`config.mk`:
```
export PLATFORM = sky130hd
export DESIGN_NAME = phy2mac_driver_iface
export DESIGN_NICKNAME = d
export VERILOG_FILES = /design/src/rtl/phy2mac_driver_iface.sv
export SDC_FILE = /design/constraint.sdc
export NUM_CORES = 1
export LEC_CHECK = 0
export BUFFER_PORTS_ARGS = -buffer_cell sky130_fd_sc_hd__buf_2
export CORE_MARGIN = 3
export CORE_UTILIZATION = 40
export CTS_BUF_LIST = sky130_fd_sc_hd__clkbuf_8 sky130_fd_sc_hd__clkbuf_16
export CTS_CLUSTER_SIZE = 14
export DETAILED_ROUTE_END_ITERATION = 7
export GPL_TIMING_DRIVEN = 0
export PLACE_DENSITY = 0.75
export SLEW_MARGIN = 20
export SYNTH_ARGS = -nofsm -noshare
export SYNTH_HDL_FRONTEND = slang
export SYNTH_SLANG_ARGS = --single-unit
```
`constraint.sdc`:
```
create_clock -name clk -period 3 [get_ports clk]
set_input_delay 0.9 -clock clk [delete_from_list [all_inputs] [get_ports clk]]
set_output_delay 0.9 -clock clk [all_outputs]
set_load 0.02 [all_outputs]
```
`src/rtl/phy2mac_driver_iface.sv`:
```
// Per-lane PIPE rx symbol generator: TS1/TS2 ordered sets or idle, chosen from the lane LTSSM state.
// Define ENCODE_10B_EN to add the rxsym10b 8b/10b line-symbol output with running disparity.
module phy2mac_driver_iface (
    input  logic        clk,
    input  logic        reset,
    input  logic [2:0]  currLtssmState,
    input  logic        en_n,
    input  logic [39:0] ts1Bytes1Thru5,
    input  logic [39:0] ts2Bytes1Thru5,
    output logic [7:0]  rxdata,
    output logic        rxdatak,
    output logic        rxvalid
`ifdef ENCODE_10B_EN
    ,
    output logic [9:0]  rxsym10b
`endif
);

    localparam logic [7:0] COM    = 8'hBC;
    localparam logic [7:0] PAD    = 8'hF7;
    localparam logic [7:0] TS1_ID = 8'h4A;
    localparam logic [7:0] TS2_ID = 8'h45;

    typedef enum logic [1:0] {SET_NONE, SET_TS1, SET_TS2} set_t;

    set_t        set_type, set_type_next, req_type, sym_type;
    logic [3:0]  sym_cnt, sym_cnt_next;
    logic        mode_off, mode_idle;
    logic [39:0] ts_bytes;
    logic [7:0]  ts_byte;
    logic [7:0]  data_next;
    logic        k_next, valid_next;

    // State register. rxvalid has no back-pressure: every cycle with rxvalid=1 carries one symbol the MAC must accept.
    always_ff @(posedge clk or posedge reset) begin
        if (reset) begin
            set_type <= SET_NONE;
            sym_cnt  <= 4'd0;
            rxdata   <= 8'h00;
            rxdatak  <= 1'b0;
            rxvalid  <= 1'b0;
        end else begin
            set_type <= set_type_next;
            sym_cnt  <= sym_cnt_next;
            rxdata   <= data_next;
            rxdatak  <= k_next;
            rxvalid  <= valid_next;
        end
    end

    // Next state: set type is only re-latched at COM, so a TS1/TS2 change mid-set waits for the next set.
    always_comb begin
        req_type      = SET_NONE;
        set_type_next = set_type;
        sym_cnt_next  = sym_cnt;
        case (currLtssmState)
            3'd3, 3'd5: req_type = SET_TS1;
            3'd4:       req_type = SET_TS2;
            default:    req_type = SET_NONE;
        endcase
        mode_idle = !en_n && (currLtssmState == 3'd2);
        mode_off  = en_n || ((req_type == SET_NONE) && !mode_idle);
        sym_type  = (sym_cnt == 4'd0) ? req_type : set_type;
        if (mode_off) begin
            set_type_next = SET_NONE;
            sym_cnt_next  = 4'd0;
        end else if (mode_idle) begin
            sym_cnt_next  = 4'd0;
        end else begin
            set_type_next = sym_type;
            sym_cnt_next  = sym_cnt + 4'd1;
        end
    end

    // Output decode for the symbol about to be registered.
    always_comb begin
        data_next  = 8'h00;
        k_next     = 1'b0;
        valid_next = !mode_off;
        ts_bytes   = (sym_type == SET_TS2) ? ts2Bytes1Thru5 : ts1Bytes1Thru5;
        ts_byte    = ts_bytes[7:0];
        case (sym_cnt)
            4'd1:    ts_byte = ts_bytes[39:32];
            4'd2:    ts_byte = ts_bytes[31:24];
            4'd3:    ts_byte = ts_bytes[23:16];
            4'd4:    ts_byte = ts_bytes[15:8];
            default: ts_byte = ts_bytes[7:0];
        endcase
        if (!mode_off && !mode_idle) begin
            if (sym_cnt == 4'd0) begin
                data_next = COM;
                k_next    = 1'b1;
            end else if (sym_cnt <= 4'd5) begin
                data_next = ts_byte;
                k_next    = (sym_cnt <= 4'd2) && (ts_byte == PAD);
            end else begin
                data_next = (sym_type == SET_TS2) ? TS2_ID : TS1_ID;
            end
        end
    end

`ifdef ENCODE_10B_EN
    logic rd;

    // Returns {rd_out, j,h,g,f,i,e,d,c,b,a}; rd encodes running disparity with 1 = positive.
    function automatic logic [10:0] enc_8b10b(input logic [7:0] d, input logic k, input logic rd_in);
        logic [5:0] c6;
        logic [3:0] c4;
        logic [4:0] x;
        logic [2:0] y;
        logic       bal6, bal4, rd_mid, alt7;
        x = d[4:0];
        y = d[7:5];
        case (x)
            5'd0:  c6 = 6'b100111;  5'd1:  c6 = 6'b011101;  5'd2:  c6 = 6'b101101;  5'd3:  c6 = 6'b110001;
            5'd4:  c6 = 6'b110101;  5'd5:  c6 = 6'b101001;  5'd6:  c6 = 6'b011001;  5'd7:  c6 = 6'b111000;
            5'd8:  c6 = 6'b111001;  5'd9:  c6 = 6'b100101;  5'd10: c6 = 6'b010101;  5'd11: c6 = 6'b110100;
            5'd12: c6 = 6'b001101;  5'd13: c6 = 6'b101100;  5'd14: c6 = 6'b011100;  5'd15: c6 = 6'b010111;
            5'd16: c6 = 6'b011011;  5'd17: c6 = 6'b100011;  5'd18: c6 = 6'b010011;  5'd19: c6 = 6'b110010;
            5'd20: c6 = 6'b001011;  5'd21: c6 = 6'b101010;  5'd22: c6 = 6'b011010;  5'd23: c6 = 6'b111010;
            5'd24: c6 = 6'b110011;  5'd25: c6 = 6'b100110;  5'd26: c6 = 6'b010110;  5'd27: c6 = 6'b110110;
            5'd28: c6 = 6'b001110;  5'd29: c6 = 6'b101110;  5'd30: c6 = 6'b011110;  default: c6 = 6'b101011;
        endcase
        if (k && (x == 5'd28))
            c6 = 6'b001111;
        bal6 = ($countones(c6) == 3);
        if (rd_in && (!bal6 || (x == 5'd7)))
            c6 = ~c6;
        rd_mid = bal6 ? rd_in : ~rd_in;
        // Alternate x.7 avoids a run of five identical bits across the 6b/4b boundary.
        alt7 = (y == 3'd7) && (k || (!rd_mid && ((x == 5'd17) || (x == 5'd18) || (x == 5'd20))) ||
                               (rd_mid && ((x == 5'd11) || (x == 5'd13) || (x == 5'd14))));
        case (y)
            3'd0:    c4 = 4'b1011;
            3'd1:    c4 = 4'b1001;
            3'd2:    c4 = 4'b0101;
            3'd3:    c4 = 4'b1100;
            3'd4:    c4 = 4'b1101;
            3'd5:    c4 = 4'b1010;
            3'd6:    c4 = 4'b0110;
            default: c4 = alt7 ? 4'b0111 : 4'b1110;
        endcase
        bal4 = ($countones(c4) == 2);
        if (rd_mid && (!bal4 || (y == 3'd3)))
            c4 = ~c4;
        if (k && (x == 5'd28) && !rd_mid && bal4 && (y != 3'd3))
            c4 = ~c4;
        return {(bal4 ? rd_mid : ~rd_mid), c4[0], c4[1], c4[2], c4[3],
                c6[0], c6[1], c6[2], c6[3], c6[4], c6[5]};
    endfunction

    always_ff @(posedge clk or posedge reset) begin
        if (reset) begin
            rd       <= 1'b0;
            rxsym10b <= 10'd0;
        end else if (rxvalid) begin
            {rd, rxsym10b} <= enc_8b10b(rxdata, rxdatak, rd);
        end else begin
            rxsym10b <= 10'd0;
        end
    end
`endif

endmodule

```
# ---- After elaboration in Yosys (flattened, before gate mapping)
# Cells that the tools add are included.
dict set report op_classes {
  addsub 1
  magnitude_cmp 2
  eq_ne 11
  n_mux 15
  reduce_logical 11
}
# op n
set op_table {}
lappend op_table {{$mux W40} 1}
lappend op_table {{$pmux W8 S4} 1}
lappend op_table {{$mux W8} 3}
lappend op_table {{$mux W4} 3}
lappend op_table {{$eq A4 B2 Y1 const B} 2}
lappend op_table {{$eq A8 B8 Y1 const B} 1}
lappend op_table {{$eq A3 B2 Y1 const B} 2}
lappend op_table {{$eq A3 B3 Y1 const B} 2}
lappend op_table {{$mux W2} 3}
lappend op_table {{$add A4 B1 Y4 const B} 1}
lappend op_table {{$eq A4 B1 Y1 const B} 1}
lappend op_table {{$eq A4 B3 Y1 const B} 1}
lappend op_table {{$le A4 B2 Y1 const B} 1}
lappend op_table {{$le A4 B3 Y1 const B} 1}
lappend op_table {{$logic_and A1 B1 Y1} 4}
lappend op_table {{$logic_not A4 Y1} 1}
lappend op_table {{$pmux W2 S2} 1}
lappend op_table {{$logic_not A1 Y1} 3}
lappend op_table {{$mux W1} 3}
lappend op_table {{$eq A2 B2 Y1 const B} 1}
lappend op_table {{$logic_not A2 Y1} 1}
lappend op_table {{$ne A2 B2 Y1 const B} 1}
lappend op_table {{$reduce_or A2 Y1} 1}
lappend op_table {{$logic_or A1 B1 Y1} 1}
dict set report totals {
  ff_bits 16
  in_bits 86
  out_inout_bits 10
  elab_cells 45
}

# ---- Depth between registers and ports, before layout
# Gate-level depths: netlist of the first run.
dict set report logic_depth {
  word_depth 12
  mapped_depth 10
  depth_no_buf 8
}

# ---- Worst setup path before layout of the first run
# Ideal clock, no wire load.
dict set report synth_timing {
  path_type {input -> register}
  startpoint {input port currLtssmState[0]}
  endpoint {register rxdata[3]}
  setup_time_ps 119
  arrival_ps 2577
  required_time_ps 2881
  slack_ps 304
  stages 6
  path_buffers 0
  path_cell_list {or3b_2 > mux2i_4 > mux2_1 > a311oi_1 > a31oi_1 > o21a_1}
}
dict set report synth_via {
  elab_chain_cells 10
  word_cells_on_any_way 21
  cone_classes {5 x eq/ne; 8 x mux; 8 x reduce/logical}
}
# element line_no
set synth_rtl {}
lappend synth_rtl {{from (decl)} 6} ;# input logic [2:0] currLtssmState,
lappend synth_rtl {{$eq A3 B2 Y1 or $eq A3 B3 Y1 (tied branches)} 56} ;# case (currLtssmState)
lappend synth_rtl {{$reduce_or A2 Y1} 56}
lappend synth_rtl {{$pmux W2 S2} 56}
lappend synth_rtl {{$mux W2} 63} ;# sym_type = (sym_cnt == 4'd0) ? req_type : set_type;
lappend synth_rtl {{$eq A2 B2 Y1} {80, 97}}
lappend synth_rtl {{$mux W40} 80} ;# ts_bytes = (sym_type == SET_TS2) ? ts2Bytes1Thru5 : ts1Bytes1Thru5;
lappend synth_rtl {{$pmux W8 S4} 82} ;# case (sym_cnt)
lappend synth_rtl {{$mux W8} 93} ;# end else if (sym_cnt <= 4'd5) begin
lappend synth_rtl {{$mux W8} 90} ;# if (sym_cnt == 4'd0) begin
lappend synth_rtl {{$mux W8 *} 89} ;# if (!mode_off && !mode_idle) begin
lappend synth_rtl {{via data_next[3]} 31} ;# logic [7:0] data_next;
lappend synth_rtl {{to (signal assigned)} 45} ;# rxdata <= data_next;
lappend synth_rtl {{to (decl)} 10} ;# output logic [7:0] rxdata,
# Mark *: on every way through the listed nets, which the timed path passes. The rest lies on a longest branch.
# A chain may end at the register's enable or synchronous reset.

# ---- Worst setup path in the final report of the first run
dict set report layout_timing {
  startpoint {register sym_cnt[0]}
  endpoint {register rxdata[3]}
}
dict set report layout_via {
  elab_chain_cells 8
  word_cells_on_any_way 14
  cone_classes {1 x order compare; 5 x eq/ne; 7 x mux; 1 x reduce/logical}
}
# element line_no
set layout_rtl {}
lappend layout_rtl {{from (decl)} 27} ;# logic [3:0] sym_cnt, sym_cnt_next;
lappend layout_rtl {{from (signal assigned)} 44} ;# sym_cnt <= sym_cnt_next;
lappend layout_rtl {{$logic_not A4 Y1} {63, 90}}
lappend layout_rtl {{$mux W2} 63}
lappend layout_rtl {{$eq A2 B2 Y1} {80, 97}}
lappend layout_rtl {{$mux W40} 80}
lappend layout_rtl {{$pmux W8 S4} 82}
lappend layout_rtl {{$mux W8} 93}
lappend layout_rtl {{$mux W8 *} 90}
lappend layout_rtl {{$mux W8 *} 89}
lappend layout_rtl {{via data_next[3]} 31}
# Marked as above.

==> flow_summary.json, run 1 <==
{
  "fin_worst_skew_ns": 0.001273,
  "place.detailed.hpwl_um": 3935,
  "synth-async-reset-ratio": 1.000,
  "dr_total_vias": 1833,
  "synth-main-ff-cell": "dfrtp_1",
  "ctsRootBufferMaster": "clkbuf_8",
  "dieArea_um2": 4572,
  "post_synthesis_cell_count": 175,
  "core_um2": 3495,
  "grt_max_degree": 17,
  "antenna-diode-count": 0,
  "std_cell_rows": 21,
  "cts_max_level": 1,
  "design.portCount": 96,
  "post-route-worst-setup-slack_ns": 0.1648,
  "cpMaxStageDelayCell": "dfrtp_1",
  "buffer_ports.inserted": 95,
  "final.min_clock_period_ns": 2.835,
  "synth-edff-count": 0,
  "n_fill_cell": 347,
  "setup.worst_path.start_class": "flip-flop",
  "synth.ff_latch_count": 16,
  "min_path_type": "flip-flop to flip-flop",
  "detailedRoute.firstPassIterationCount": 4,
  "grt_setup_unrepaired": "false",
  "crit_type": "flip-flop to flip-flop",
  "ir_worst_vdd_uv": 181.9,
  "drive_gt1_frac": 0.4088,
  "final_setup_violation_count": 0,
  "global_route.usage.total": 0.2251,
  "outcome": "complete, no violations",
  "timing.critical_path.cells": "inv_1 -> ha_2 -> or3b_1 -> buf_6 -> mux2i_4 -> mux2_1 -> a311oi_1 -> a31oi_1 -> o21a_1",
  "critPathMaxFanout": 9,
  "ctsLongestPathBuffers": 2,
  "max-cap-violations": 0,
  "ys.warnings.count": 0,
  "post_drt_via_cell_ratio": 5.728,
  "multi_input_comb_area_um2": 1041,
  "cts_post_setup_buffers_inserted": 0,
  "mappedNetlistNets": 266,
  "critPathRequiredTime_ns": 3.14,
  "drc_errors": 0,
  "cts.clk_slew.worst_paths_ns": 0.06,
  "cts_inserted_buffers": 3,
  "crit_path_max_incr_delay_ns": 0.44,
  "fmax_mhz": 352.7,
  "final_cells": 320,
  "final-hold-violation-count": 0,
  "whs_ns": 0.5178,
  "leakage_nw": 1.018,
  "first_iter_violations": 107,
  "end_kind": "flip-flop",
  "power.density_nw_per_um2": 289.9,
  "final_min_period_over_clock_period": 0.9451,
  "dp_slack_ns": -0.005405,
  "finalWirelength_um": 4853,
  "placed_cells": 316,
  "global_route_wire_length_before_repair_um": 7831,
  "seqCellArea_um2": 400.4,
  "detail-route-antenna-nets": 0,
  "worst_skew_pair.late_latency_ns": 0.25,
  "mappedNetlistArea_um2": 1519,
  "maxSlewHeadroom": 0.5940,
  "post_drt_wl_per_cell_um": 15.17,
  "place_congestion": 0.8735,
  "final_nets": 366,
  "max_slew.worst_pin.slew_ns": 0.6063,
  "grt_pass1_vias": 1783,
  "height_of_the_die_um": 67.62,
  "areaGrowthSynthToFinish_pct": 39.29,
  "synth_area_per_cell_um2": 8.680,
  "die_x_um": 67.62,
  "tritoncts_num_sinks": 16,
  "antenna_found_initial": 0,
  "yosysUniqueCellTypes": 55,
  "report.final.slew_viol_count": 0,
  "timing.critical_path.arrival_ns": 2.98,
  "tritoncts": "done",
  "grt_overflow_total": 0,
  "share_of_synthesized_area_occupied_by_flip_flops_and_latches": 0.2636,
  "initial_core_util": 0.4347
}
==> report_power, final <==
part           total, W  internal, W  switching, W
registers      0.000228     0.000224    0.00000353
logic          0.000197    0.0000963      0.000100
clock network  0.000189     0.000116     0.0000729
total          0.000613     0.000437      0.000177
==> state kept, by name, summed over array words and instances (netlist names) <==
| name | cells |
|---|---|
| set_type | 2 |
| rxdatak | 1 |
| sym_cnt | 4 |
| rxdata | 8 |
| rxvalid | 1 |
==> worst paths after layout <==
kind	from	end	slack [ns]	cells past startpoint
worst min-delay path	set_type[0]	set_type[0]	0.52	2
max in group asynchronous	reset	rxdata[3]	1.91	2
min in group asynchronous	reset	rxvalid	0.70	2
worst max register to register	sym_cnt[0]	rxdata[3]	0.16	9
worst max-delay path	sym_cnt[0]	rxdata[3]	0.16	9
worst min register to register	set_type[0]	set_type[0]	0.52	2
==> logic make-up after synthesis <==
kind of cell             share of synthesized area
AND/OR/NAND/NOR                             0.1993
flip-flops                                  0.2636
adder cells (fa/ha/maj)                    0.04119
buffers and inverters                      0.05684
multiplexers                               0.07990
XOR/XNOR                                   0.01153
AO/OA/AOI/OAI                               0.3476
==> worst max-delay path: cells and delay by family, from the launching register on <==
| family | cells | cell delay, ns |
|---|---|---|
| compound gates | 3 | 0.69 |
| simple gates | 1 | 0.38 |
| flops | 1 | 0.44 |
| mux | 2 | 0.67 |
| buf+inv | 2 | 0.28 |
| fa+ha+maj | 1 | 0.28 |
==> metal layers <==
metal / track usage / vias to the layer above / routed length, µm
met4: 0.05063 / 0 / 49
met5: 0 / - / 0
li1: - / 898 / -
met2: 0.3827 / 74 / 2408
met1: 0.2959 / 853 / 2054
met3: 0.03827 / 8 / 341
==> metrics by stage <==
stage / total power (W) / TNS, ns / cell area [µm²] / util
6_report: 0.0006134 / 0 / 2116 / 0.6054
4_1_cts: 0.0006188 / 0 / 2107 / 0.6029
2_1_floorplan: 0.0003406 / 0 / 1519 / -
3_3_place_gp: 0.0004243 / -0.01231 / 2052 / 0.5872
5_1_grt: 0.0006549 / 0 / 2116 / 0.6054
3_5_place_dp: 0.0004267 / -0.005405 / 2052 / 0.5872
==> cell type report <==
type,instances,area share
plain buffers,13,0.02839
clock buffers,4,0.02602
inverters,7,0.01242
multi-input cells,139,0.4920
flip-flops and latches,16,0.1892
well taps,46,0.02720
repair buffers,95,0.2247
==> cell usage in the layout, fill, tap and decap left out, types with 3 or more instances in the layout <==
master / count
a222oi_1: 11
buf_2: 95
o211ai_1: 3
nor2_1: 18
o21ai_1: 4
o21ai_0: 4
nand3_1: 7
clkbuf_1: 11
o31a_1: 3
a32oi_1: 7
clkbuf_8: 4
mux2i_1: 5
a211oi_1: 4
nand2b_1: 4
o2bb2ai_1: 3
nand2_1: 10
ha_1: 4
inv_1: 7
a21oi_1: 7
dfrtp_1: 16
==> Yosys cell counts (all sizes together), types with 3 or more instances <==
cell type	n	share of area
mux2	4	0.032
o2bb2ai	3	0.017
nand2b	4	0.016
clkbuf	11	0.027
a211oi	4	0.020
a21oi	7	0.023
nand3	7	0.023
ha	5	0.041
o21ai	8	0.026
a222oi	11	0.072
nor3b	3	0.018
dfrtp	16	0.26
a32oi	7	0.040
nand2	10	0.025
mux2i	6	0.048
inv	7	0.017
o31a	3	0.017
nor2	18	0.044
o211ai	3	0.015
==> repair_timing <==
item / CTS / global route
setup endpoints to repair: 0 / 2
resized for setup: 0 / 2
hold buffers: 0 / 0
Power figures use the tool's default switching activity.
==> run 2: changes to the inputs <==
Settings changed: PLACE_DENSITY 0.75 to 0.81, REMOVE_ABC_BUFFERS from default to 1.
==> run 2 against run 1 <==
  * Global-route usage is 2.7 points lower
  * Clock power shrank 5%
  * Hold slack better by 0.011 ns
  * Largest power group unchanged
  * Register-to-register slack barely moved
  * Utilization down 1.2 points
  * Largest cell class unchanged
  * Critical path depth fell by 1
  * Sequential power about the same
  * Sequential cell count did not move
==> flow_summary.json, run 2 (synthesis results as in run 1) <==
{
  "outcome": "complete, no violations",
  "worst_path_dominant_cell_family": "compound AO/OA/AOI/OAI gates",
  "antenna-diode-count": 0,
  "maxSlewHeadroom": 0.5503,
  "grt_setup_unrepaired": "false",
  "critPathRequiredTime_ns": 3.13,
  "cts.clk_slew.worst_paths_ns": 0.06,
  "leakage_nw": 1.004,
  "worstSetupPathDepth": 8,
  "fin_worst_skew_ns": 0.001954,
  "global_route.usage.total": 0.1981,
  "most-common-layout-cells": "buf_2, nor2_1, dfrtp_1",
  "fmax_mhz": 353.2,
  "p_clk_frac": 0.299,
  "cts_max_level": 1,
  "place_congestion": 0.8406,
  "post-route-worst-setup-slack_ns": 0.1684,
  "timing.critical_path.cells": "inv_1 -> ha_2 -> or3b_1 -> mux2i_4 -> mux2_1 -> a311oi_1 -> a31oi_1 -> o21a_1",
  "die_x_um": 67.62,
  "worst_skew_pair.late_latency_ns": 0.24,
  "cellInternalPower_w": 0.0004355,
  "crit_path_max_incr_delay_ns": 0.50,
  "max-cap-violations": 0,
  "whs_ns": 0.5287,
  "finish.instance_area_um2": 2073,
  "max_ffs_per_register": 8,
  "final_min_period_over_clock_period": 0.9439,
  "grt_overflow_total": 0,
  "max_flop_register": "rxdata",
  "antenna_found_initial": 0,
  "dieArea_um2": 4572,
  "reg2reg_from": "sym_cnt[1]",
  "tritoncts_num_sinks": 16,
  "final-hold-violation-count": 0,
  "min_path_type": "flip-flop to flip-flop",
  "switching_power_w": 0.0001669,
  "r2r_setup_slack_ns": 0.17,
  "finalWirelength_um": 4710,
  "worst_setup_path_startpoint": "sym_cnt[1]",
  "final_setup_violation_count": 0,
  "power.density_nw_per_um2": 290.6,
  "commonest_non_fill_non_tap_cell_in_the_layout": "buf_2",
  "crit_type": "flip-flop to flip-flop",
  "ir_worst_vdd_uv": 179.9,
  "ctsRootBufferMaster": "clkbuf_8",
  "core_um2": 3495,
  "ctsLongestPathBuffers": 2,
  "areaGrowthSynthToFinish_pct": 36.49,
  "capturing_point_of_the_worst_reg2reg_path": "rxdata[3]",
  "placedInstanceArea_um2": 1992,
  "place.detailed.hpwl_um": 3779,
  "global_route_wire_length_before_repair_um": 7017,
  "max_slew.worst_pin.slew_ns": 0.6746,
  "drc_errors": 0,
  "holdBufCountCts": 0,
  "buffer_ports.inserted": 95,
  "end_kind": "flip-flop",
  "timing.critical_path.arrival_ns": 2.96,
  "drive_gt1_frac": 0.4297,
  "switching_share": 0.2771,
  "std_cell_rows": 21,
  "tritoncts": "done",
  "p_comb_frac": 0.322,
  "design.portCount": 96,
  "first_iter_violations": 109,
  "initial_core_util": 0.4347,
  "post_drt_wl_per_cell_um": 15.24,
  "end_point_of_the_critical_path": "rxdata[3]",
  "portion_of_total_power_attributed_to_sequential_cells": 0.379,
  "setup.worst_path.start_class": "flip-flop",
  "dp_slack_ns": -0.05404,
  "grt_max_degree": 21,
  "final_nets": 355,
  "ff2ff_path_depth": 8,
  "critPathMaxFanout": 9,
  "report.final.slew_viol_count": 0,
  "detailedRoute.firstPassIterationCount": 5,
  "post_drt_via_cell_ratio": 5.793,
  "grt_pass1_vias": 1602,
  "cts_inserted_buffers": 3,
  "height_of_the_die_um": 67.62,
  "final.min_clock_period_ns": 2.832,
  "largestRegisters": "rxdata x8, sym_cnt x4, set_type x2",
  "cpMaxStageDelayCell": "or3b_1",
  "critPathBufInv": 1,
  "dr_total_vias": 1790,
  "detail-route-antenna-nets": 0
}
[run 2: worst min-delay path by stage]
stage	startpoint	endpoint	slack (ns)	depth (start not counted)
after floorplan	set_type[0]	set_type[0]	0.47	2
after global placement	set_type[0]	set_type[0]	0.50	2
after detailed placement	set_type[0]	set_type[0]	0.52	2
after CTS	set_type[0]	set_type[0]	0.53	2
after global routing	set_type[0]	set_type[0]	0.58	2
final	sym_cnt[0]	sym_cnt[0]	0.53	1
[run 2: power groups by stage]
stage               registers (W)  logic [W]  clock network, W
finish                   0.000228   0.000194          0.000180
CTS                      0.000228   0.000190          0.000184
global placement         0.000231   0.000186                 0
global route             0.000229   0.000213          0.000201
detailed placement       0.000232   0.000190                 0
floorplan                0.000240  0.0000968                 0
[run 2: area by class of cell]
type                            count  area [µm²]
Clock buffer                        4       55.05
Fill cell                         311        1421
Inverter                            7       26.28
Multi-Input combinational cell    139        1044
Sequential cell                    16       400.4
Tap cell                           46       57.56
Timing Repair Buffer               97       490.5
[run 2: metal layers]
layer,GRT usage,vias to the layer above,part of all wire
met3,0.04659,4,0.089
li1,-,881,-
met4,0.02278,0,0.0062
met2,0.3718,77,0.51
met5,0,-,0
met1,0.2319,828,0.40
[run 2: worst reg2reg max path, delay by kind of cell (launching register included)]
kind / cells / cell delay [ns]
AOI/OAI and AO/OA: 3 / 0.71
muxes: 2 / 0.66
and+or+nand+nor: 1 / 0.50
DFF: 1 / 0.42
adders and majority gates: 1 / 0.28
buffers and inverters: 1 / 0.15
[run 2: per-stage QoR]
| stage | total power (W) | TNS, ns | cells | util |
|---|---|---|---|---|
| final | 0.0006024 | 0 | 309 | 0.5933 |
| after CTS | 0.0006028 | 0 | 307 | 0.5858 |
| after floorplan | 0.0003365 | 0 | 162 | - |
| after global routing | 0.0006425 | 0 | 309 | 0.5933 |
| after detailed placement | 0.0004218 | -0.05404 | 303 | 0.5700 |
| after global placement | 0.0004172 | -0.03817 | 303 | 0.5700 |
[run 2: what timing repair did]
action | CTS | global route
setup buffers | 0 | 2
gates resized for setup | 0 | 3
setup endpoints to repair | 0 | 2
==> run 3: changes to the inputs <==
Settings changed: MAX_ROUTING_LAYER from default to met4.
==> run 3 against run 2 <==
  * Total power increased by 0.15%
  * Sequential cell count unchanged
  * Critical path depth unchanged
  * Critical path type unchanged
  * Largest power group unchanged
==> flow_summary.json, run 3 (synthesis results as in run 1) <==
{
  "fmax_mhz": 351.4,
  "final.min_clock_period_ns": 2.846,
  "antenna_found_initial": 0,
  "design.portCount": 96,
  "post_drt_via_cell_ratio": 5.816,
  "final-hold-violation-count": 0,
  "finalPower_w": 0.0006033,
  "cts_inserted_buffers": 3,
  "die_x_um": 67.62,
  "maxSlewHeadroom": 0.5339,
  "buffer_ports.inserted": 95,
  "grt_pass1_vias": 1596,
  "leakage_nw": 1.004,
  "max_slew.worst_pin.slew_ns": 0.6992,
  "final_nets": 355,
  "ctsRootBufferMaster": "clkbuf_8",
  "commonest_non_fill_non_tap_cell_in_the_layout": "buf_2",
  "detailedRoute.firstPassIterationCount": 4,
  "critPathRequiredTime_ns": 3.13,
  "timing.critical_path.arrival_ns": 2.97,
  "grt_setup_unrepaired": "false",
  "max_flop_register": "rxdata",
  "areaGrowthSynthToFinish_pct": 36.49,
  "grt_overflow_total": 0,
  "final_cells": 309,
  "final_min_period_over_clock_period": 0.9487,
  "whs_path_depth": 2,
  "ff2ff_path_depth": 8,
  "most-common-layout-cells": "buf_2, nor2_1, dfrtp_1",
  "power.density_nw_per_um2": 291.0,
  "drc_errors": 0,
  "tritoncts": "done",
  "placed_cells": 303,
  "drive_gt1_frac": 0.4297,
  "global_route.usage.total": 0.2045,
  "post_drt_wl_per_cell_um": 15.40,
  "place.detailed.hpwl_um": 3779,
  "detail-route-antenna-nets": 0,
  "report.final.slew_viol_count": 0,
  "final_setup_violation_count": 0,
  "ir_worst_vdd_uv": 179.9,
  "critPathMaxFanout": 9,
  "core_um2": 3495,
  "crit_type": "flip-flop to flip-flop",
  "finalWirelength_um": 4759,
  "tritoncts_num_sinks": 16,
  "first_iter_violations": 122,
  "max_ffs_per_register": 8,
  "largestRegisters": "rxdata x8, sym_cnt x4, set_type x2",
  "outcome": "complete, no violations",
  "cts.clk_slew.worst_paths_ns": 0.06,
  "max-cap-violations": 0,
  "end_kind": "flip-flop",
  "antenna-diode-count": 0,
  "grt_max_degree": 21,
  "fin_worst_skew_ns": 0.001622,
  "std_cell_rows": 21,
  "cts_max_level": 1,
  "place_congestion": 0.8536,
  "dr_total_vias": 1797,
  "setup.worst_path.start_class": "flip-flop",
  "dieArea_um2": 4572,
  "worst_skew_pair.late_latency_ns": 0.24,
  "holdBufCountCts": 0,
  "initial_core_util": 0.4347,
  "min_path_type": "flip-flop to flip-flop",
  "height_of_the_die_um": 67.62,
  "ctsLongestPathBuffers": 2,
  "global_route_wire_length_before_repair_um": 7038
}
[run 3: repair_timing]
item / in CTS / in global routing
setup buffers: 0 / 2
setup endpoints to repair: 0 / 2
resized for setup: 0 / 3
[run 3: critical path, cell delays in order (launching register included)]
cell and delay (ns):
dfrtp_1 0.42, inv_1 0.15, ha_2 0.28, or3b_1 0.50, mux2i_4 0.30, mux2_1 0.36, a311oi_1 0.37, a31oi_1 0.14
o21a_1 0.21
[run 3: area by class of cell]
class | instances | area, µm²
inverter | 7 | 26.28
sequential | 16 | 400.4
timing repair buffer | 97 | 490.5
clock buffer | 4 | 55.05
multi-input combinational | 139 | 1044
fill | 311 | 1421
tap | 46 | 57.56
[run 3: stage by stage]
step	hold slack, ns	worst slack [ns]	instance area, µm²	setup TNS (ns)	utilization
4_1_cts	0.5328	0.03493	2047	0	0.5858
3_5_place_dp	0.5200	-0.05404	1992	-0.05404	0.5700
5_1_grt	0.5785	0.03741	2073	0	0.5933
3_3_place_gp	0.4985	-0.03817	1992	-0.03817	0.5700
2_1_floorplan	0.4709	0.3038	1459	0	-
6_report	0.5296	0.1539	2073	0	0.5933
[run 3: worst paths after layout]
| path | from | to | slack, ns |
|---|---|---|---|
| worst max register to register | sym_cnt[1] | rxdata[3] | 0.15 |
| min in group asynchronous | reset | rxdata[5] | 0.70 |
| max in group asynchronous | reset | set_type[0] | 1.93 |
| worst min register to register | set_type[0] | set_type[0] | 0.53 |
| worst min-delay path | set_type[0] | set_type[0] | 0.53 |
| worst max-delay path | sym_cnt[1] | rxdata[3] | 0.15 |
[run 3: metal layers]
layer | routed length [µm] | vias to the layer above | part of all wire | track usage
met5 | 0 | - | 0 | -
met4 | 29 | 0 | 0.0061 | 0.02278
li1 | - | 880 | - | -
met1 | 1941 | 836 | 0.41 | 0.2411
met3 | 383 | 4 | 0.080 | 0.03993
met2 | 2404 | 77 | 0.51 | 0.3682
[run 3: report_power, final]
group	leakage, nW	switching [W]	total (W)	internal, W
clock network	0.0288	0.0000644	0.000180	0.000116
registers	0.217	0.00000383	0.000228	0.000224
logic	0.758	0.0000996	0.000195	0.0000952
